File: config.mk
export PLATFORM = sky130hd
export DESIGN_NAME = mlopacc_batch
export DESIGN_NICKNAME = d
export VERILOG_FILES = /design/src/rtl/mlopacc_batch.sv
export SDC_FILE = /design/constraint.sdc
export NUM_CORES = 1
export LEC_CHECK = 0
export ABC_AREA = 1
export CORE_ASPECT_RATIO = 1.25
export CORE_MARGIN = 2
export CORE_UTILIZATION = 58
export DETAILED_ROUTE_END_ITERATION = 8
export PLACE_DENSITY = 0.91
export SLEW_MARGIN = 5
export SYNTH_ARGS = -nofsm -noshare
export SYNTH_HDL_FRONTEND = slang
export SYNTH_SLANG_ARGS = --single-unit
export TNS_END_PERCENT = 30
File: constraint.sdc
create_clock -name clk -period 3.5 [get_ports clk]
set_input_delay 0.7 -clock clk [delete_from_list [all_inputs] [get_ports clk]]
set_output_delay 0.7 -clock clk [all_outputs]
set_load 0.005 [all_outputs]
File: src/rtl/mlopacc_batch.sv
// mlopacc_batch: two-stage batch accumulator.
// Stage 1 captures one operand per accepted handshake. Stage 2 adds the captured
// operand into the result register. After the last operand of a batch has been
// added, the result is held with a_vld until a_ack or clr.
// Optional feature: define MLOPACC_BATCH_SAT_EN to make the stage-2 add saturate
// at 2^AW-1. When it is undefined the add wraps modulo 2^AW. In both builds a
// carry out of the top bit sets the sticky ovf flag.
module mlopacc_batch #(
  parameter  int W    = 8,
  parameter  int AW   = 32,
  parameter  int MAXN = 255,
  localparam int CW   = $clog2(MAXN + 1)
) (
  input  logic          clk,
  input  logic          rst_b,
  input  logic          clr,
  input  logic [CW-1:0] n,
  input  logic [W-1:0]  x,
  input  logic          x_vld,
  output logic          x_rdy,
  output logic [AW-1:0] a,
  output logic          a_vld,
  input  logic          a_ack,
  output logic [CW-1:0] cnt,
  output logic          ovf
);

  typedef enum logic [1:0] {
    ACC   = 2'd0,
    DRAIN = 2'd1,
    DONE  = 2'd2
  } state_t;

  state_t        state_q, state_d;
  logic [W-1:0]  xr_q, xr_d;
  logic          xr_v_q, xr_v_d;
  logic [AW-1:0] a_q, a_d;
  logic [CW-1:0] cnt_q, cnt_d;
  logic [CW-1:0] n_q, n_d;
  logic          ovf_q, ovf_d;
  logic          a_vld_q, a_vld_d;

  logic          accept;
  logic [CW:0]   n_ext;
  logic [CW-1:0] neff;
  logic [CW-1:0] limit;
  logic [CW-1:0] cnt_inc;
  logic [AW:0]   sum;

  assign x_rdy  = (state_q == ACC);
  assign accept = x_vld & x_rdy;
  assign a      = a_q;
  assign a_vld  = a_vld_q;
  assign cnt    = cnt_q;
  assign ovf    = ovf_q;

  // Batch length clamp, and the limit used for this edge: a fresh clamp on the
  // first operand of a batch, the latched value for every later operand.
  always_comb begin
    n_ext   = {1'b0, n};
    neff    = n;
    if (n == '0) begin
      neff = CW'(1);
    end else if (n_ext > (CW + 1)'(MAXN)) begin
      neff = CW'(MAXN);
    end
    limit   = (cnt_q == '0) ? neff : n_q;
    cnt_inc = cnt_q + CW'(1);
    sum     = {1'b0, a_q} + {{(AW + 1 - W){1'b0}}, xr_q};
  end

  // Next-state logic: capture, accumulate, batch sequencing, ack and clear.
  always_comb begin
    state_d = state_q;
    xr_d    = xr_q;
    xr_v_d  = 1'b0;
    a_d     = a_q;
    cnt_d   = cnt_q;
    n_d     = n_q;
    ovf_d   = ovf_q;
    a_vld_d = a_vld_q;

    // Stage 2 runs whenever stage 1 holds an operand, whatever the state.
    if (xr_v_q) begin
`ifdef MLOPACC_BATCH_SAT_EN
      a_d = sum[AW] ? {AW{1'b1}} : sum[AW-1:0];
`else
      a_d = sum[AW-1:0];
`endif
      ovf_d = ovf_q | sum[AW];
    end

    unique case (state_q)
      ACC: begin
        if (accept) begin
          xr_d   = x;
          xr_v_d = 1'b1;
          cnt_d  = cnt_inc;
          if (cnt_q == '0) begin
            n_d = neff;
          end
          if (cnt_inc == limit) begin
            state_d = DRAIN;
          end
        end
      end
      DRAIN: begin
        // The final add lands on this same edge.
        state_d = DONE;
        a_vld_d = 1'b1;
      end
      DONE: begin
        if (a_ack) begin
          state_d = ACC;
          a_d     = '0;
          cnt_d   = '0;
          ovf_d   = 1'b0;
          a_vld_d = 1'b0;
        end
      end
      default: state_d = ACC;
    endcase

    // Clear overrides everything, including an in-flight stage-1 operand.
    if (clr) begin
      state_d = ACC;
      xr_v_d  = 1'b0;
      a_d     = '0;
      cnt_d   = '0;
      ovf_d   = 1'b0;
      a_vld_d = 1'b0;
    end
  end

  // State and datapath registers with asynchronous active-low reset.
  always_ff @(posedge clk or negedge rst_b) begin
    if (!rst_b) begin
      state_q <= ACC;
      xr_q    <= '0;
      xr_v_q  <= 1'b0;
      a_q     <= '0;
      cnt_q   <= '0;
      n_q     <= '0;
      ovf_q   <= 1'b0;
      a_vld_q <= 1'b0;
    end else begin
      state_q <= state_d;
      xr_q    <= xr_d;
      xr_v_q  <= xr_v_d;
      a_q     <= a_d;
      cnt_q   <= cnt_d;
      n_q     <= n_d;
      ovf_q   <= ovf_d;
      a_vld_q <= a_vld_d;
    end
  end

endmodule
# Yosys cells after proc, flatten, opt, wreduce, memory -nomap -nowiden
# Cells that the tools add are included.
[totals]
register_bits = 61
out_inout_bits = 43
word_cells = 52
[classes]
bitwise = 2
n_addsub = 2
eq_ne = 6
n_reduce_logical = 9
mux = 25
[ops]
columns = ["operator", "n"]
rows = [
  ["32-bit 2-to-1 mux", 4],
  ["8-bit 2-to-1 mux", 5],
  ["32-bit by 8-bit adder with 33-bit output", 1],
  ["8-bit logical NOT", 2],
  ["8-bit one-hot mux with 2 select lines", 1],
  ["1-bit 2-to-1 mux", 9],
  ["8-bit by 1-bit adder with 8-bit output (second input constant)", 1],
  ["8-bit equality test", 1],
  ["2-bit 2-to-1 mux", 4],
  ["3-bit by 2-bit != test with 1-bit output (second input constant)", 2],
  ["2-bit one-hot mux with 3 select lines", 1],
  ["3-bit AND reduction", 2],
  ["3-bit nonzero test", 2],
  ["2-bit AND reduction", 2],
  ["3-bit != test (second input constant)", 1],
  ["2-bit by 1-bit equality test with 1-bit output (second input constant)", 1],
  ["2-bit equality test (second input constant)", 1],
  ["2-bit logical NOT", 1],
  ["1-bit one-hot mux with 2 select lines", 1],
  ["1-bit AND", 1],
  ["1-bit OR", 1],
]

# Depth between registers and ports, before layout
[depth]
ltp_word = 8
depth_mapped = 15
mapped_depth_nobuf = 14

# Worst setup path before layout
# Ideal clock, no wire load.
[synth_timing]
path_kind = "register to register"
start = "register a_q[0], in the netlist a[0]"
end = "register a_q[16], in the netlist a[16]"
synth_period_minus_slack_ps = 1897
setup_time_ps = 132
setup_slack_ps = 1603
n_path_buf = 0
path_stages_with_launch = 12
t_arrival_ps = 1765
t_required_ps = 3368
cell_sequence = "dfrtp_1 -> ha_1 -> inv_1 -> fa_1 -> o21ai_1 -> nand2_1 -> nand2_2 -> nand2_1 -> nor2_1 -> nand4_1 -> nand2_1 -> nor2_1"
[synth_between]
elab_chain_cells = 5
[synth_rtl]
columns = ["element", "line", "source"]
rows = [
  ["from (decl)", "37", "logic [AW-1:0] a_q, a_d;"],
  ["from (signal assigned)", "141", "a_q <= '0;"],
  ["from (signal assigned)", "150", "a_q <= a_d;"],
  ["32-bit by 8-bit adder with 33-bit output *", "69", "sum = {1'b0, a_q} + {{(AW + 1 - W){1'b0}}, xr_q};"],
  ["32-bit 2-to-1 mux *", "84", "if (xr_v_q) begin"],
  ["32-bit 2-to-1 mux", "113", "if (a_ack) begin"],
  ["32-bit 2-to-1 mux *", "93", "unique case (state_q)"],
  ["32-bit 2-to-1 mux *", "125", "if (clr) begin"],
  ["via a_d[16]", "37", ""],
]
# Mark *: on every way through the listed nets, which the timed path passes. The rest lies on a longest branch.
# A chain may end at the register's enable or synchronous reset.

# Final worst setup path
[layout_timing]
start = "register a_q[0], in the netlist a[0]"
end = "register a_q[26], in the netlist a[26]"
# The elaborated chain is that of the path after synthesis.

==> impl_metrics.json <==
{
  "run_status": "complete, no violations",
  "grt_max_degree": 27,
  "clkPwrFrac_pct": 40.4,
  "drt_pre_antenna_iters": 6,
  "diodes": 0,
  "worstPathArrival_ns": 2.51,
  "ir_drop_v": 0.000297,
  "synth_nets": 577,
  "drive_above_1_share_pct": 7.42,
  "synth_ff_type": "dfrtp_1",
  "synth.top_cell.area_share_pct": 39.6,
  "drt_iter0_drc": 349,
  "synth-seq-area-share_pct": 39.6,
  "cts.path.max_buffers": 2,
  "numCtsBuffers": 9,
  "tns_ns": 0,
  "final_common_cell": "nand2_1",
  "synthTopCellsByArea": "dfrtp_1 (40%), nand2_1 (15%), inv_1 (8.1%)",
  "r2r_end": "a[26]",
  "fin_crit_ns": 2.27,
  "area_delta_synth_final_pct": 24.8,
  "setup_violations": 0,
  "fillers": 489,
  "internal_power_uw": 1310,
  "cts_tree": "yes",
  "syn_avg_cell_area_sq_um": 7.08,
  "syn_area_sq_um": 3860,
  "relSlewSlack_pct": 52.9,
  "async_flop_share_pct": 100,
  "post-cts-setup-buffers": 0,
  "final_cell_mix": "nand2_1 (151), inv_1 (83), nor2_1 (71)",
  "grt_pass1_vias": 3869,
  "endpoint": "a[26]",
  "die_area_sq_um": 7330,
  "grt_pass1_wl_microns": 17600,
  "dp_hpwl_microns": 7540,
  "start_util_pct": 59.5,
  "critical_path.max_fanout": 9,
  "path_clk_slew_ns": 0.08,
  "antenna_found_initial": 0,
  "rsz0062_at_grt": "false",
  "io_buffers": 63,
  "drt_wl_total_microns": 10500,
  "clock_skew_ns": 0.00782,
  "synth_cell_types": 37,
  "gr-usage-all-layers_pct": 30.2,
  "htree_levels": 3,
  "wire_per_inst_microns": 14.8,
  "insertion_delay_ns": 0.35,
  "finalMaxSlewViolations": 0,
  "finalCritPeriodShare_pct": 65.0,
  "synth-warning-count": 0,
  "p_switching_uw": 526,
  "viasPerCell": 5.71,
  "hold_violations": 0,
  "crit_type": "register to register",
  "seqCellArea_sq_um": 1530,
  "gr-total-overflow": 0,
  "yosysTopAreaCell": "dfrtp_1",
  "seq_power_share_pct": 42.1,
  "synth_edf_count": 0,
  "r2r_slack_ns": 1.23,
  "nets": 647,
  "io_pins": 64,
  "gp_congestion": 0.910,
  "max_freq_mhz": 440,
  "rows": 33,
  "end_kind": "register",
  "crit_required_ns": 3.74,
  "total_power_uw": 1840,
  "worst_r2r_path_depth": 11,
  "syn_inst": 545,
  "hold_path.class": "primary input to asynchronous set/reset pin",
  "switching_share_pct": 28.7,
  "reg2reg_from": "a[0]",
  "cts.sinks": 61,
  "cts_hold_buf": 0,
  "ys_seq_elements": 61,
  "cp-start-kind": "register",
  "post_cts_resized": 0,
  "startpoint": "a[0]",
  "die_w_microns": 77.0,
  "clockRootBuffer": "clkbuf_8",
  "die_y_microns": 95.2,
  "p_leak_uw": 0.00232,
  "num_vias": 4040,
  "maxCapViolations": 0,
  "core-area_sq_um": 6480,
  "powerDensity_nw_per_um2": 381,
  "worstMarginPinSlew_ns": 0.706,
  "comb_power_share_pct": 17.5,
  "multi_input_area_sq_um": 1970,
  "drc_errors": 0,
  "final_antenna_net_count": 0
}
-- layout make-up --
type | instances | area share, %
well taps | 87 | 2.26
clock inverters | 5 | 1.71
clock buffers | 11 | 3.14
flip-flops and latches | 61 | 31.7
repair buffers | 68 | 13.8
multi-input cells | 390 | 40.8
inverters | 85 | 6.62
-- sequential cells by signal, indices dropped and copies added (netlist names) --
register and count:
state_q 2, a_vld 1, cnt 8, a 32, n_q 8, xr_q 8
xr_v_q 1, ovf 1
-- critical path, stage by stage (launching register included) --
cell     delay [ns]
dfrtp_1        0.38
ha_1           0.18
inv_1          0.08
fa_1           0.40
o21ai_1        0.27
nand2_1        0.10
nand2_2        0.20
nand4_1        0.21
nor2_1         0.18
nand2_1        0.07
nand2_1        0.05
nor2_1         0.05
-- power groups by stage --
stage                     logic (uW)  clock network [uW]  registers [uW]
final                            321                 741             774
after global routing             360                 773             776
after CTS                        317                 740             773
after detailed placement         311                   0             785
after global placement           294                   0             782
after floorplan                  204                   0             778
-- synthesized netlist by cell type, types with 2 or more instances --
cell type,instances
nand4_1,15
nor2_1,71
nand3_1,36
nand2_2,3
inv_1,83
or2_2,4
xor2_1,3
buf_2,2
ha_1,10
o21bai_1,4
o21ai_1,4
o22ai_1,8
clkbuf_1,5
nor2_4,2
nor3_4,2
o21ai_0,19
nor3_1,15
inv_2,2
nand2_1,151
o211ai_1,4
dfrtp_1,61
a21oi_1,20
mux2_2,7
-- metal layers --
layer	global-route usage, %	vias to the layer above	part of all wire, %
met4	18.5	0	3.9
met2	54.2	227	51
li1	-	1892	-
met3	3.69	48	7.0
met1	34.8	1873	38
met5	0	-	0
-- kinds of logic after synthesis --
group                    after synthesis  share of synthesized area (%)
buffers and inverters                 94                           9.50
multiplexers                           7                           2.04
flip-flops                            61                           39.6
XOR/XNOR                               3                          0.681
AND/OR/NAND/NOR                      305                           35.0
AO/OA/AOI/OAI                         64                           9.44
adder cells (fa/ha/maj)               11                           3.76
-- worst min-delay path by stage --
stage | from | to | cells after the start
global placement | n_q[7] | n_q[7] | 2
detailed placement | n_q[6] | n_q[6] | 2
CTS | rst_b | a[13] | 1
finish | rst_b | a[13] | 1
global route | rst_b | a[14] | 1
floorplan | rst_b | a[0] | 0
-- per-stage QoR --
step	area [sq um]	setup slack (ns)	instances	util, %	hold WS [ns]
detailed placement	4580	1.07	691	70.7	0.485
global route	4820	1.10	707	74.3	0.288
finish	4820	1.23	707	74.3	0.260
global placement	4580	1.14	691	70.7	0.468
CTS	4820	1.26	707	74.3	0.266
floorplan	3860	1.60	545	-	0.404
(Power assumes the default switching activity.)
